--- src/rtl/mem_dump_reader.sv ---
// mem_dump_reader
//   Debug-side reader for the MIPS data memory. A start pulse in IDLE walks
//   data memory words 0..WORD_COUNT-1 through a dedicated read port and
//   serialises each 32-bit word as four bytes, LSB first, onto a
//   valid/ready byte stream feeding the debug UART transmitter.
//
// Ports:
//   clk        rising-edge clock
//   reset      synchronous, active-high reset
//   start      one-cycle dump request, honoured only in IDLE
//   mem_addr   word address to the data RAM read port (held outside ADDR)
//   mem_en     RAM read enable, high only in the ADDR cycle
//   mem_rdata  RAM read data, valid RD_LAT clocks after the ADDR cycle
//   tx_data    byte to the UART transmitter
//   tx_valid   tx_data is valid
//   tx_ready   transmitter accepts the byte on this edge
//   busy       high while a dump is in progress
//   done       one-cycle pulse after the final byte is accepted
//
// All outputs are registered.
module mem_dump_reader #(
    parameter int ADDR_W     = 13,
    parameter int WORD_COUNT = 64,
    parameter int RD_LAT     = 1
) (
    input  logic              clk,
    input  logic              reset,
    input  logic              start,
    output logic [ADDR_W-1:0] mem_addr,
    output logic              mem_en,
    input  logic [31:0]       mem_rdata,
    output logic [7:0]        tx_data,
    output logic              tx_valid,
    input  logic              tx_ready,
    output logic              busy,
    output logic              done
);

    typedef enum logic [2:0] {IDLE, ADDR, WAIT, SEND, DONE} state_t;

    localparam logic [ADDR_W-1:0] LAST_WORD = ADDR_W'(WORD_COUNT - 1);
    localparam logic [1:0]        LAT_INIT  = 2'(RD_LAT - 1);

    state_t            state, state_n;
    logic [ADDR_W-1:0] word_cnt, word_cnt_n;
    logic [ADDR_W-1:0] mem_addr_n;
    logic [1:0]        byte_idx, byte_idx_n;
    logic [1:0]        lat_cnt, lat_cnt_n;
    // Byte 0 goes straight from mem_rdata to tx_data, so only the upper
    // three bytes of the word need to be kept.
    logic [23:0]       word_hi, word_hi_n;
    logic              mem_en_n, tx_valid_n, busy_n, done_n;
    logic [7:0]        tx_data_n;

    always_ff @(posedge clk) begin
        if (reset) begin
            state    <= IDLE;
            word_cnt <= '0;
            byte_idx <= '0;
            lat_cnt  <= '0;
            word_hi  <= '0;
            mem_addr <= '0;
            mem_en   <= 1'b0;
            tx_data  <= '0;
            tx_valid <= 1'b0;
            busy     <= 1'b0;
            done     <= 1'b0;
        end else begin
            state    <= state_n;
            word_cnt <= word_cnt_n;
            byte_idx <= byte_idx_n;
            lat_cnt  <= lat_cnt_n;
            word_hi  <= word_hi_n;
            mem_addr <= mem_addr_n;
            mem_en   <= mem_en_n;
            tx_data  <= tx_data_n;
            tx_valid <= tx_valid_n;
            busy     <= busy_n;
            done     <= done_n;
        end
    end

    always_comb begin
        state_n    = state;
        word_cnt_n = word_cnt;
        byte_idx_n = byte_idx;
        lat_cnt_n  = lat_cnt;
        word_hi_n  = word_hi;
        mem_addr_n = mem_addr;
        mem_en_n   = 1'b0;
        tx_data_n  = tx_data;
        tx_valid_n = tx_valid;
        busy_n     = busy;
        done_n     = 1'b0;

        case (state)
            IDLE: begin
                if (start) begin
                    state_n    = ADDR;
                    word_cnt_n = '0;
                    mem_addr_n = '0;
                    mem_en_n   = 1'b1;
                    busy_n     = 1'b1;
                end
            end

            ADDR: begin
                state_n   = WAIT;
                lat_cnt_n = LAT_INIT;
            end

            WAIT: begin
                if (lat_cnt == 2'd0) begin
                    word_hi_n  = mem_rdata[31:8];
                    byte_idx_n = 2'd0;
                    tx_data_n  = mem_rdata[7:0];
                    tx_valid_n = 1'b1;
                    state_n    = SEND;
                end else begin
                    lat_cnt_n = lat_cnt - 2'd1;
                end
            end

            SEND: begin
                if (tx_valid && tx_ready) begin
                    if (byte_idx != 2'd3) begin
                        byte_idx_n = byte_idx + 2'd1;
                        case (byte_idx)
                            2'd0:    tx_data_n = word_hi[7:0];
                            2'd1:    tx_data_n = word_hi[15:8];
                            default: tx_data_n = word_hi[23:16];
                        endcase
                    end else begin
                        tx_valid_n = 1'b0;
                        if (word_cnt == LAST_WORD) begin
                            state_n = DONE;
                            busy_n  = 1'b0;
                            done_n  = 1'b1;
                        end else begin
                            // Address of the next word is registered here so
                            // that mem_en and mem_addr go out together in ADDR.
                            word_cnt_n = word_cnt + 1'b1;
                            mem_addr_n = word_cnt + 1'b1;
                            mem_en_n   = 1'b1;
                            state_n    = ADDR;
                        end
                    end
                end
            end

            DONE: begin
                state_n = IDLE;
            end

            default: begin
                state_n = IDLE;
            end
        endcase
    end

endmodule

--- config.mk ---
export PLATFORM = sky130hd
export DESIGN_NAME = mem_dump_reader
export DESIGN_NICKNAME = d
export VERILOG_FILES = /design/src/rtl/mem_dump_reader.sv
export SDC_FILE = /design/constraint.sdc
export NUM_CORES = 1
export LEC_CHECK = 0
export CAP_MARGIN = 20
export CORE_ASPECT_RATIO = 0.7
export CORE_MARGIN = 1.5
export CORE_UTILIZATION = 40
export CTS_BUF_LIST = sky130_fd_sc_hd__clkbuf_8 sky130_fd_sc_hd__clkbuf_16
export DETAILED_ROUTE_END_ITERATION = 7
export GPL_TIMING_DRIVEN = 0
export PLACE_DENSITY = 0.67
export SLEW_MARGIN = 10
export SYNTH_ARGS = -nofsm -noshare
export SYNTH_HDL_FRONTEND = slang
export SYNTH_SLANG_ARGS = --single-unit
--- constraint.sdc ---
create_clock -name clk -period 3.1 [get_ports clk]
set_input_delay 0.62 -clock clk [delete_from_list [all_inputs] [get_ports clk]]
set_output_delay 0.62 -clock clk [all_outputs]
set_load 0.05 [all_outputs]
==> metrics, run 1 <==
outcome complete, no violations; Flop pwr share 52.9%; synth-to-layout area growth 29.9%; ranking of synthesized cells by area dfxtp_1 42%, nand2_1 10%, a21oi_1 7.1%; clk slew on worst S/H paths 0.10 ns; Post-Syn Area 2670 um^2; Comb power frac 19.1%; Synth top area share 41.9%; vias in the first global route 2307; TritonCTS clock tree built; worst path arrival time 1.72 ns; Final Cycle Share 75.3%; ys async rst share 0%; Final #Nets 435; Die Area 7190 um^2; core box area 6340 um^2; syn nets 369; Layout Cells excl Fill 486; max_cap viols 0; TritonCTS Sinks 56; worst vdd ir 0.222 mV; CTS Buf Count 5; CP Max Fanout 8; Post-synth EDFFs 0; Switching Share 28.7%; ANT nets after route 0; Top FF cell, synth dfxtp_1; fmax 428 MHz; row count 24; final hold violation count 0; Post-Syn Area per Cell 8.15 um^2; Post-CTS Hold Buffers 0; CP max-delay cell clkdlybuf4s50_1; Yosys top cell by area dfxtp_1; Root Driver clkbuf_8; height of the die 71.4 um; worst skew pair latency 0.31 ns; CP bufs+invs 1; Hold/Removal Path Class flip-flop to flip-flop; diodes inserted 0; hold slack 0.459 ns; GR Util All Layers 21.1%; Net Sw Power 422 uW; initial antenna violation count 0; placed insts 478; Pwr Density 424 nW/um^2; critical path type flip-flop to output port; Synth Register Bits 56; DRT Pass-1 Iters 4; family with the most delay on the worst path buffers and inverters; Seq/Total Area, Yosys 41.9%; Die Wd 101 um; CTS max path bufs 2; Overflow after GRT 0; Placer Congestion 0.875; clock network power share 28.0%; slew of the pin with the lowest slew margin 0.766 ns; slew margin rel. 48.8%; Startpoint Class flip-flop; crit-path cells clkdlybuf4s50_1; # IOs 61; Setup TNS Final 0 ns; Final setup viols 0; Initial Util 42.2%; first-pass GRT wire length 11800 um; total setup buffers inserted after CTS 0; Clock Skew 0.00805 ns; RSZ-0062 raised after global routing no; WL final 7460 um; IO buf count 59; Cell variety after synth 50; crit-path max cell delay 0.87 ns; Post-Syn Instances 328; CP Capture Type output port; Via Count 2699; Critical Path RT 2.48 ns; leak pwr 1.18 nW; Syn. warnings 0; min Tclk post-route 2.34 ns; vias per std cell 5.55; H-tree depth 2; pin count of the biggest net entering global routing 17; DR iter-0 viols 174; Max Transition Viols Final 0; WL per Instance 15.3 um; FF-to-FF setup slack 1.04 ns; Post-DP HPWL 5510 um; post-CTS sizing 0; share of layout cells above drive strength 1 7.59%; drc violations 0; internal power 1.05 mW
-- cells by family after synthesis --
family,synth area share (%)
AO/OA/AOI/OAI,24.3
adder cells (fa/ha/maj),2.34
buffers and inverters,5.38
flip-flops,41.9
multiplexers,0.843
AND/OR/NAND/NOR,25.1
-- worst paths after layout --
kind                             startpoint     endpoint  depth (start not counted)
worst max register to register  byte_idx[0]   tx_data[3]                          7
worst min register to register   tx_data[5]   tx_data[5]                          2
worst max-delay path            word_cnt[9]  mem_addr[9]                          1
worst min-delay path             tx_data[5]   tx_data[5]                          2
-- power by group through the flow --
stage	registers [mW]	logic [mW]	clock network, mW
2_1_floorplan	0.834	0.125	0
3_3_place_gp	0.793	0.276	0
3_5_place_dp	0.795	0.279	0
4_1_cts	0.778	0.279	0.422
5_1_grt	0.783	0.302	0.455
6_report	0.778	0.280	0.412
-- stage by stage --
stage / setup slack, ns / total power [mW] / utilization (%) / instance area [um^2]
3_3_place_gp: 0.813 / 1.07 / 53.3 / 3380
5_1_grt: 0.726 / 1.54 / 54.8 / 3470
6_report: 0.765 / 1.47 / 54.8 / 3470
3_5_place_dp: 0.806 / 1.07 / 53.3 / 3380
2_1_floorplan: 1.08 / 0.959 / - / 2670
4_1_cts: 0.788 / 1.48 / 54.8 / 3470
-- Yosys cell counts, drive strengths merged (6+ instances only) --
| cell type | instances |
|---|---|
| nand3 | 6 |
| o21ai | 9 |
| nand2 | 72 |
| clkbuf | 13 |
| buf | 13 |
| nor3 | 6 |
| a31oi | 8 |
| a22oi | 10 |
| nor2 | 20 |
| nor4 | 6 |
| a311o | 8 |
| a21oi | 38 |
| dfxtp | 56 |
-- layout make-up --
class                           instances  area [um^2]
Sequential cell                        56         1120
Fill cell                             592         2870
Clock inverter                          2         11.3
Timing Repair Buffer                   59          591
Multi-Input combinational cell        241         1410
Inverter                                5         18.8
Tap cell                               91          114
Clock buffer                            6         82.6
Buffer                                 26          125
-- state kept, by name (all words and copies together), names as in the netlist --
signal and count:
busy 1, state 3, byte_idx 2, done 1
tx_data 8, word_hi 24, word_cnt 13, mem_en 1
tx_valid 1, lat_cnt 2
-- layout by cell type (no fill, tap or decap), types with 3 or more instances in the layout --
| master | n |
|---|---|
| clkbuf_1 | 13 |
| nand4_1 | 4 |
| a311o_1 | 8 |
| ha_1 | 5 |
| a211oi_1 | 5 |
| o21ai_0 | 8 |
| inv_1 | 6 |
| a22oi_1 | 10 |
| clkdlybuf4s50_1 | 59 |
| and3_1 | 3 |
| dfxtp_1 | 56 |
| nor2_1 | 20 |
| nor4_1 | 6 |
| clkbuf_8 | 6 |
| nand2_1 | 71 |
| nand4b_1 | 3 |
| a31oi_1 | 8 |
| a21oi_1 | 38 |
| nand3_1 | 6 |
| nor3_1 | 6 |
| buf_2 | 10 |
| o211ai_1 | 5 |
-- layer usage --
metal / part of all wire (%) / vias to the layer above / global-route usage, %
met5: 0 / - / 0
met4: 0.74 / 0 / 4.54
met3: 6.9 / 7 / 3.12
met2: 41 / 103 / 29.0
met1: 52 / 1263 / 34.2
li1: - / 1326 / -
(Power assumes the default switching activity.)
==> inputs of run 2 (changes only) <==
==> constraint.sdc (replaced) <==
create_clock -name clk -period 2.2 [get_ports clk]
set_input_delay 0.44 -clock clk [delete_from_list [all_inputs] [get_ports clk]]
set_output_delay 0.44 -clock clk [all_outputs]
set_load 0.05 [all_outputs]
==> results of run 2 <==
The final DEF is identical to that of run 1. Status: complete, no violations.
Main changes from that run: setup slack after placement 0.806 ns -> 0.0861 ns; setup slack after layout 0.765 ns -> 0.0446 ns; register-to-register setup slack 1.04 ns -> 0.14 ns; total power 1.47 mW -> 2.07 mW; worst IR drop on VDD 0.222 mV -> 0.313 mV
